$ cat config.mk
export PLATFORM = sky130hd
export DESIGN_NAME = scaler_h_ctrl_flat
export DESIGN_NICKNAME = d
export VERILOG_FILES = /design/src/rtl/scaler_h_ctrl_if.sv /design/src/rtl/scaler_h_ctrl.sv /design/src/flat_wrapper.sv
export SDC_FILE = /design/constraint.sdc
export NUM_CORES = 1
export LEC_CHECK = 0
export CAP_MARGIN = 10
export CORE_ASPECT_RATIO = 0.75
export CORE_MARGIN = 2
export CORE_UTILIZATION = 46
export CTS_CLUSTER_SIZE = 8
export DETAILED_ROUTE_END_ITERATION = 16
export GPL_ROUTABILITY_DRIVEN = 0
export MAX_ROUTING_LAYER = met4
export PLACE_DENSITY = 0.84
export SLEW_MARGIN = 20
export SYNTH_ARGS = -nofsm -noshare
export SYNTH_HDL_FRONTEND = slang
export SYNTH_SLANG_ARGS = --single-unit
$ cat constraint.sdc
create_clock -name clk -period 4.05 [get_ports clk]
set_input_delay 0.81 -clock clk [delete_from_list [all_inputs] [get_ports clk]]
set_output_delay 0.81 -clock clk [all_outputs]
set_load 0.02 [all_outputs]
$ cat src/rtl/scaler_h_ctrl_if.sv
// scaler_h_ctrl_if
//   Signal bundle between the video source / host and scaler_h_ctrl, and from
//   scaler_h_ctrl toward scaler_h.
//   Parameters: PIXEL_WIDTH (pixel data), STEP_WIDTH (scale step),
//               CNT_WIDTH (pixel/line counters).
//   Modports:
//     master - host and source side: drives cfg_step_i, cfg_wr_i, di_i, de_i,
//              hs_i, vs_i; observes every controller output.
//     slave  - the controller itself.
interface scaler_h_ctrl_if #(
  parameter int PIXEL_WIDTH = 8,
  parameter int STEP_WIDTH  = 16,
  parameter int CNT_WIDTH   = 12
) ();
  logic [STEP_WIDTH-1:0]  cfg_step_i;
  logic                   cfg_wr_i;
  logic                   cfg_pend_o;
  logic                   cfg_rej_o;
  logic [STEP_WIDTH-1:0]  scale_step_o;
  logic [PIXEL_WIDTH-1:0] di_i;
  logic                   de_i;
  logic                   hs_i;
  logic                   vs_i;
  logic [PIXEL_WIDTH-1:0] do_o;
  logic                   de_o;
  logic                   hs_o;
  logic                   vs_o;
  logic [1:0]             err_o;
  logic [CNT_WIDTH-1:0]   line_width_o;
  logic [CNT_WIDTH-1:0]   frame_height_o;
  logic                   stat_vld_o;

  modport master (
    output cfg_step_i, cfg_wr_i, di_i, de_i, hs_i, vs_i,
    input  cfg_pend_o, cfg_rej_o, scale_step_o, do_o, de_o, hs_o, vs_o,
           err_o, line_width_o, frame_height_o, stat_vld_o
  );

  modport slave (
    input  cfg_step_i, cfg_wr_i, di_i, de_i, hs_i, vs_i,
    output cfg_pend_o, cfg_rej_o, scale_step_o, do_o, de_o, hs_o, vs_o,
           err_o, line_width_o, frame_height_o, stat_vld_o
  );
endinterface

$ cat src/rtl/scaler_h_ctrl.sv
// scaler_h_ctrl
//   Frame-synchronous front end for scaler_h. Converts level-style source sync
//   (vs_i high = frame active, hs_i high = blanking) into a one-cycle line-start
//   pulse (hs_o) and an active-low frame signal (vs_o), delays pixel data by one
//   cycle, and holds host step writes until the next frame start so that
//   scale_step_o is constant for a whole frame.
//   Ports:
//     clk, rst  - single clock, synchronous active-high reset
//     bus       - scaler_h_ctrl_if.slave: cfg_step_i/cfg_wr_i (host write),
//                 cfg_pend_o/cfg_rej_o (write status), scale_step_o,
//                 di_i/de_i/hs_i/vs_i (source), do_o/de_o/hs_o/vs_o (to scaler),
//                 err_o (sticky), line_width_o/frame_height_o/stat_vld_o.
//   Build option:
//     SCALER_H_CTRL_STAT_EN - builds the pixel/line counters, the geometry
//     report and err_o[1]. Left undefined, those outputs are tied to 0.
//
//   state   | meaning
//   --------+---------------------------------------------------------------
//   SYNC    | after reset; waits for vs_i low, discarding any partial frame
//   VBLANK  | vertical blank; vs_i rise applies the pending step
//   HBLANK  | horizontal blank inside an active frame
//   LINE    | active part of a line; pixels are forwarded and counted
module scaler_h_ctrl #(
  parameter int PIXEL_WIDTH  = 8,
  parameter int STEP_WIDTH   = 16,
  parameter int STEP_DEFAULT = 128,
  parameter int CNT_WIDTH    = 12
) (
  input  logic           clk,
  input  logic           rst,
  scaler_h_ctrl_if.slave bus
);

  typedef enum logic [1:0] {
    ST_SYNC   = 2'd0,
    ST_VBLANK = 2'd1,
    ST_HBLANK = 2'd2,
    ST_LINE   = 2'd3
  } state_t;

  state_t state, state_nxt;
  logic   apply, line_start, line_end, frame_end;

  logic [STEP_WIDTH-1:0]  step_q, pend_val;
  logic                   pend_q, rej_q;
  logic                   cfg_ok;
  logic [PIXEL_WIDTH-1:0] do_q;
  logic                   de_q, hs_q, vs_q, hs_d;
  logic                   err_blank, err_geom;

  always_ff @(posedge clk) begin
    if (rst) state <= ST_SYNC;
    else     state <= state_nxt;
  end

  always_comb begin
    state_nxt  = state;
    apply      = 1'b0;
    line_start = 1'b0;
    line_end   = 1'b0;
    frame_end  = 1'b0;
    case (state)
      ST_SYNC: begin
        if (!bus.vs_i) state_nxt = ST_VBLANK;
      end
      ST_VBLANK: begin
        if (bus.vs_i) begin
          state_nxt = ST_HBLANK;
          apply     = 1'b1;
        end
      end
      ST_HBLANK: begin
        // a frame may also end while still in horizontal blank
        if (!bus.vs_i) begin
          state_nxt = ST_VBLANK;
          frame_end = 1'b1;
        end else if (!bus.hs_i) begin
          state_nxt  = ST_LINE;
          line_start = 1'b1;
        end
      end
      ST_LINE: begin
        if (bus.hs_i) begin
          line_end = 1'b1;
          if (bus.vs_i) begin
            state_nxt = ST_HBLANK;
          end else begin
            state_nxt = ST_VBLANK;
            frame_end = 1'b1;
          end
        end
      end
      default: state_nxt = ST_SYNC;
    endcase
  end

  // Step scheduling. A write landing in the apply cycle does not disturb the
  // apply: the old pending value goes live and the new one stays pending.
  assign cfg_ok = bus.cfg_wr_i && (bus.cfg_step_i != '0);

  always_ff @(posedge clk) begin
    if (rst) begin
      step_q   <= STEP_WIDTH'(STEP_DEFAULT);
      pend_val <= STEP_WIDTH'(STEP_DEFAULT);
      pend_q   <= 1'b0;
      rej_q    <= 1'b0;
    end else begin
      rej_q <= bus.cfg_wr_i && (bus.cfg_step_i == '0);
      if (apply && pend_q) step_q <= pend_val;
      if (cfg_ok) begin
        pend_val <= bus.cfg_step_i;
        pend_q   <= 1'b1;
      end else if (apply) begin
        pend_q <= 1'b0;
      end
    end
  end

  // Video path. The HBLANK cycle that launches a line already carries the
  // first pixel, so it is neither masked from de_o nor flagged as an error.
  always_ff @(posedge clk) begin
    if (rst) begin
      do_q      <= '0;
      de_q      <= 1'b0;
      hs_q      <= 1'b0;
      vs_q      <= 1'b1;
      hs_d      <= 1'b1;
      err_blank <= 1'b0;
    end else begin
      do_q <= bus.di_i;
      de_q <= bus.de_i && ((state == ST_LINE) || (state_nxt == ST_LINE));
      hs_q <= (state != ST_SYNC) && hs_d && !bus.hs_i;
      vs_q <= (state == ST_SYNC) ? 1'b1 : !bus.vs_i;
      hs_d <= bus.hs_i;
      if (((state == ST_HBLANK) || (state == ST_VBLANK)) && bus.de_i &&
          (state_nxt != ST_LINE))
        err_blank <= 1'b1;
    end
  end

`ifdef SCALER_H_CTRL_STAT_EN
  localparam logic [CNT_WIDTH-1:0] CNT_MAX = {CNT_WIDTH{1'b1}};

  logic [CNT_WIDTH-1:0] pix_cnt, line_cnt, first_w, last_w;
  logic [CNT_WIDTH-1:0] line_pix, line_tot;
  logic [CNT_WIDTH-1:0] width_q, height_q;
  logic                 stat_vld_q;

  // counts including the current cycle, both saturating
  assign line_pix = (bus.de_i && (pix_cnt != CNT_MAX)) ? pix_cnt + CNT_WIDTH'(1) : pix_cnt;
  assign line_tot = (line_cnt != CNT_MAX) ? line_cnt + CNT_WIDTH'(1) : line_cnt;

  always_ff @(posedge clk) begin
    if (rst) begin
      pix_cnt    <= '0;
      line_cnt   <= '0;
      first_w    <= '0;
      last_w     <= '0;
      width_q    <= '0;
      height_q   <= '0;
      stat_vld_q <= 1'b0;
      err_geom   <= 1'b0;
    end else begin
      stat_vld_q <= frame_end;
      if (apply) line_cnt <= '0;
      if (line_start)            pix_cnt <= CNT_WIDTH'(bus.de_i);
      else if (state == ST_LINE) pix_cnt <= line_pix;
      if (line_end) begin
        line_cnt <= line_tot;
        last_w   <= line_pix;
        if (line_cnt == '0)          first_w  <= line_pix;
        else if (line_pix != first_w) err_geom <= 1'b1;
      end
      if (frame_end) begin
        if (line_end) begin
          width_q  <= line_pix;
          height_q <= line_tot;
        end else begin
          width_q  <= last_w;
          height_q <= line_cnt;
        end
      end
    end
  end

  assign bus.line_width_o   = width_q;
  assign bus.frame_height_o = height_q;
  assign bus.stat_vld_o     = stat_vld_q;
`else
  logic unused_stat;
  assign unused_stat        = ^{line_start, line_end, frame_end};
  assign err_geom           = 1'b0;
  assign bus.line_width_o   = {CNT_WIDTH{1'b0}};
  assign bus.frame_height_o = {CNT_WIDTH{1'b0}};
  assign bus.stat_vld_o     = 1'b0;
`endif

  assign bus.scale_step_o = step_q;
  assign bus.cfg_pend_o   = pend_q;
  assign bus.cfg_rej_o    = rej_q;
  assign bus.do_o         = do_q;
  assign bus.de_o         = de_q;
  assign bus.hs_o         = hs_q;
  assign bus.vs_o         = vs_q;
  assign bus.err_o        = {err_geom, err_blank};

endmodule

$ cat src/flat_wrapper.sv
// flat-port wrapper written by rule: the top's interface ports become plain ports
module scaler_h_ctrl_flat 
#(
  parameter int PIXEL_WIDTH  = 8,
  parameter int STEP_WIDTH   = 16,
  parameter int STEP_DEFAULT = 128,
  parameter int CNT_WIDTH    = 12
)
  (clk, rst, bus_cfg_step_i, bus_cfg_wr_i, bus_di_i, bus_de_i, bus_hs_i, bus_vs_i, bus_cfg_pend_o, bus_cfg_rej_o, bus_scale_step_o, bus_do_o, bus_de_o, bus_hs_o, bus_vs_o, bus_err_o, bus_line_width_o, bus_frame_height_o, bus_stat_vld_o);
  scaler_h_ctrl_if #(.PIXEL_WIDTH(PIXEL_WIDTH), .STEP_WIDTH(STEP_WIDTH), .CNT_WIDTH(CNT_WIDTH)) bus_i ();
  input  logic clk;
  input  logic rst;
  input wire logic [$bits(bus_i.cfg_step_i)-1:0] bus_cfg_step_i;
  input wire logic [$bits(bus_i.cfg_wr_i)-1:0] bus_cfg_wr_i;
  input wire logic [$bits(bus_i.di_i)-1:0] bus_di_i;
  input wire logic [$bits(bus_i.de_i)-1:0] bus_de_i;
  input wire logic [$bits(bus_i.hs_i)-1:0] bus_hs_i;
  input wire logic [$bits(bus_i.vs_i)-1:0] bus_vs_i;
  output wire logic [$bits(bus_i.cfg_pend_o)-1:0] bus_cfg_pend_o;
  output wire logic [$bits(bus_i.cfg_rej_o)-1:0] bus_cfg_rej_o;
  output wire logic [$bits(bus_i.scale_step_o)-1:0] bus_scale_step_o;
  output wire logic [$bits(bus_i.do_o)-1:0] bus_do_o;
  output wire logic [$bits(bus_i.de_o)-1:0] bus_de_o;
  output wire logic [$bits(bus_i.hs_o)-1:0] bus_hs_o;
  output wire logic [$bits(bus_i.vs_o)-1:0] bus_vs_o;
  output wire logic [$bits(bus_i.err_o)-1:0] bus_err_o;
  output wire logic [$bits(bus_i.line_width_o)-1:0] bus_line_width_o;
  output wire logic [$bits(bus_i.frame_height_o)-1:0] bus_frame_height_o;
  output wire logic [$bits(bus_i.stat_vld_o)-1:0] bus_stat_vld_o;
  assign bus_i.cfg_step_i = bus_cfg_step_i;
  assign bus_i.cfg_wr_i = bus_cfg_wr_i;
  assign bus_i.di_i = bus_di_i;
  assign bus_i.de_i = bus_de_i;
  assign bus_i.hs_i = bus_hs_i;
  assign bus_i.vs_i = bus_vs_i;
  assign bus_cfg_pend_o = bus_i.cfg_pend_o;
  assign bus_cfg_rej_o = bus_i.cfg_rej_o;
  assign bus_scale_step_o = bus_i.scale_step_o;
  assign bus_do_o = bus_i.do_o;
  assign bus_de_o = bus_i.de_o;
  assign bus_hs_o = bus_i.hs_o;
  assign bus_vs_o = bus_i.vs_o;
  assign bus_err_o = bus_i.err_o;
  assign bus_line_width_o = bus_i.line_width_o;
  assign bus_frame_height_o = bus_i.frame_height_o;
  assign bus_stat_vld_o = bus_i.stat_vld_o;
  scaler_h_ctrl #(.PIXEL_WIDTH(PIXEL_WIDTH), .STEP_WIDTH(STEP_WIDTH), .STEP_DEFAULT(STEP_DEFAULT), .CNT_WIDTH(CNT_WIDTH)) u_core (.clk(clk), .rst(rst), .bus(bus_i));
endmodule
==> results.json <==
{
  "status": "finished clean",
  "synth_top_cell_area_share_pct": 45.1,
  "cts_setup_buffers": 0,
  "finalNonFillerCells": 354,
  "final_common_cell": "clkdlybuf4s50_1",
  "clk_pin_slew_ns": 0.09,
  "synth-edff-count": 0,
  "pre_cts_ws_ns": 1.31,
  "first_pass_iters": 4,
  "fin_skew_ns": 0.00833,
  "crit_arrival_ns": 2.62,
  "cts-root-buf": "clkbuf_8",
  "synthTopCellsByArea": "dfxtp_1 (45%), buf_4 (10%), nand2_1 (9.5%), a21oi_1 (6.4%), a21oi_2 (3.2%)",
  "syn_inst": 246,
  "placed_cells": 346,
  "nNetsFinal": 330,
  "grt_max_degree": 52,
  "ir_worst_vdd_uv": 226,
  "p_leak_nw": 1.02,
  "cp_max_fo": 18,
  "avgSynthCellArea_um2": 8.83,
  "worstPathRequired_ns": 4.26,
  "fin_crit_ns": 2.41,
  "finalHoldViolations": 0,
  "slew_viol_final": 0,
  "areaGrowthSynthToFinish_pct": 26.5,
  "diodes": 0,
  "gr-total-overflow": 0,
  "io_pins": 86,
  "core.rowCount": 21,
  "path_class": "input port to register",
  "start_util_pct": 48.4,
  "tightest_slew_ns": 0.965,
  "ys.flop_type": "dfxtp_1",
  "dp_hpwl_mm": 3.05,
  "layout_common_cells": "clkdlybuf4s50_1 (58), nand2_1 (55), dfxtp_1 (49), a21oi_1 (28), conb_1 (26)",
  "synth-async-reset-ratio_pct": 0,
  "die_w_um": 83.4,
  "whs_path_depth": 2,
  "clkSinkCount": 49,
  "setup_tns_ns": 0,
  "wl_mm": 4.24,
  "final_core_util_pct": 61.2,
  "grt_usage_pct": 16.3,
  "core-area_um2": 4490,
  "pwr_density_cell_nw_per_um2": 370,
  "ys_seq_elements": 49,
  "cts_tree": "yes",
  "antenna_found_initial": 0,
  "reg2reg_to": "u_core.err_blank$_SDFFE_PP0P_",
  "avgRoutedWirePerCell_um": 12.0,
  "clkLatencyLatePin_ns": 0.29,
  "startpoint_type": "input port",
  "setup.worst_path.start": "bus_cfg_step_i[2]",
  "via_count": 1685,
  "die_area_um2": 5300,
  "drc": 0,
  "max-cap-violations": 0,
  "first_iter_violations": 157,
  "period_share_pct": 59.5,
  "yosys_warnings": 0,
  "grt_pass1_wl_mm": 6.93,
  "seq_area_frac_synth_pct": 45.1,
  "r2r_cells": 6,
  "r2r_start": "u_core.state[1]$_SDFF_PP0_",
  "fill_cells": 418,
  "r2r_slack_ns": 2.16,
  "cts_hold_buf": 0,
  "setup_viol": 0,
  "end_kind": "register",
  "fmax_ghz": 0.415,
  "viasPerCell": 4.76,
  "cts_buffers": 5,
  "htree_levels": 2,
  "postCtsResizedCells": 0,
  "hold_path.class": "register to register",
  "syn-cell-area_um2": 2170,
  "worstHoldStart": "u_core.bus.scale_step_o[6]$_SDFFE_PP0P_",
  "clockBufferDepth": 2,
  "antenna_left": 0,
  "portBuffers": 59,
  "worst_slack_ns": 1.64,
  "synth_largest_area_cell": "dfxtp_1",
  "hold_end": "u_core.bus.scale_step_o[6]$_SDFFE_PP0P_",
  "slew_headroom_pct": 35.7,
  "layout-drive-gt1-share_pct": 10.4,
  "ys_types": 38,
  "die_y_um": 63.5,
  "grt_pass1_vias": 1509,
  "rsz0062_at_grt": "no"
}
how the worst max path moves through the flow:
stage / end / slack [ns] / cells past startpoint
4_1_cts: u_core.pend_val[0]$_SDFFE_PP0P_ / 1.64 / 5
3_5_place_dp: u_core.pend_val[0]$_SDFFE_PP0P_ / 1.31 / 5
3_3_place_gp: u_core.pend_val[2]$_SDFFE_PP0P_ / 1.40 / 5
2_1_floorplan: u_core.err_blank$_SDFFE_PP0P_ / 2.27 / 5
6_report: u_core.pend_val[0]$_SDFFE_PP0P_ / 1.64 / 5
5_1_grt: u_core.pend_val[0]$_SDFFE_PP0P_ / 1.50 / 5
sequential cells by signal, summed over array words and instances, names as in the netlist, 2 cells and up:
register	count
u_core.bus.do_o	8
u_core.state	2
u_core.pend_val	16
u_core.bus.scale_step_o	16
stage by stage:
stage	power, mW	hold WS (ns)	area (µm²)
floorplan	0.638	0.432	2270
detailed placement	0.675	0.450	2630
global placement	0.672	0.444	2630
finish	1.02	0.458	2750
global route	1.07	0.479	2750
CTS	1.03	0.462	2750
cells in the mapped netlist (3+ instances only):
master and count:
nor4_4 3, dfxtp_1 49, nor3_1 3, nand2_1 55, nor2_1 5, a21oi_2 8
nand3_1 4, nand2_2 8, inv_1 4, ha_1 4, clkbuf_1 7, nand2b_1 5
a21oi_1 28, nor2b_1 8, buf_4 29
final cells by class:
cell class,count,area [µm²],share of cell area [%]
flip-flops and latches,49,981,35.7
inverters,4,15.0,0.546
well taps,57,71.3,2.59
clock inverters,1,30.0,1.09
multi-input cells,177,981,35.7
repair buffers,59,586,21.3
clock buffers,7,86.3,3.14
layer usage:
| metal | GRT usage, % | routed length (µm) | vias up |
|---|---|---|---|
| met5 | - | 0 | - |
| met1 | 22.3 | 2100 | 770 |
| met3 | 4.06 | 239 | 2 |
| met4 | 4.30 | 14 | 0 |
| met2 | 24.1 | 1880 | 57 |
| li1 | - | - | 856 |
kinds of logic after synthesis:
family / count (synthesis) / synth area share, %
buffers and inverters: 45 / 14.0
DFF: 49 / 45.1
and+or+nand+nor: 105 / 26.3
other: 1 / 0.173
AOI/OAI and AO/OA: 42 / 12.1
adders and majority gates: 4 / 2.30
power by group:
part	switching (mW)	leakage [nW]	total (mW)	internal (mW)
Combinational	0.0899	0.563	0.153	0.0630
Clock	0.153	0.0585	0.354	0.201
Sequential	0.00981	0.401	0.511	0.501
Total	0.252	1.02	1.02	0.766
worst max-delay path: stages:
cell and delay [ns]:
clkdlybuf4s50_1 0.47, nor4_4 0.33, a41o_1 0.71, nand2_1 0.12, a21oi_1 0.18
Note: power is estimated with default switching activity, not from simulation.
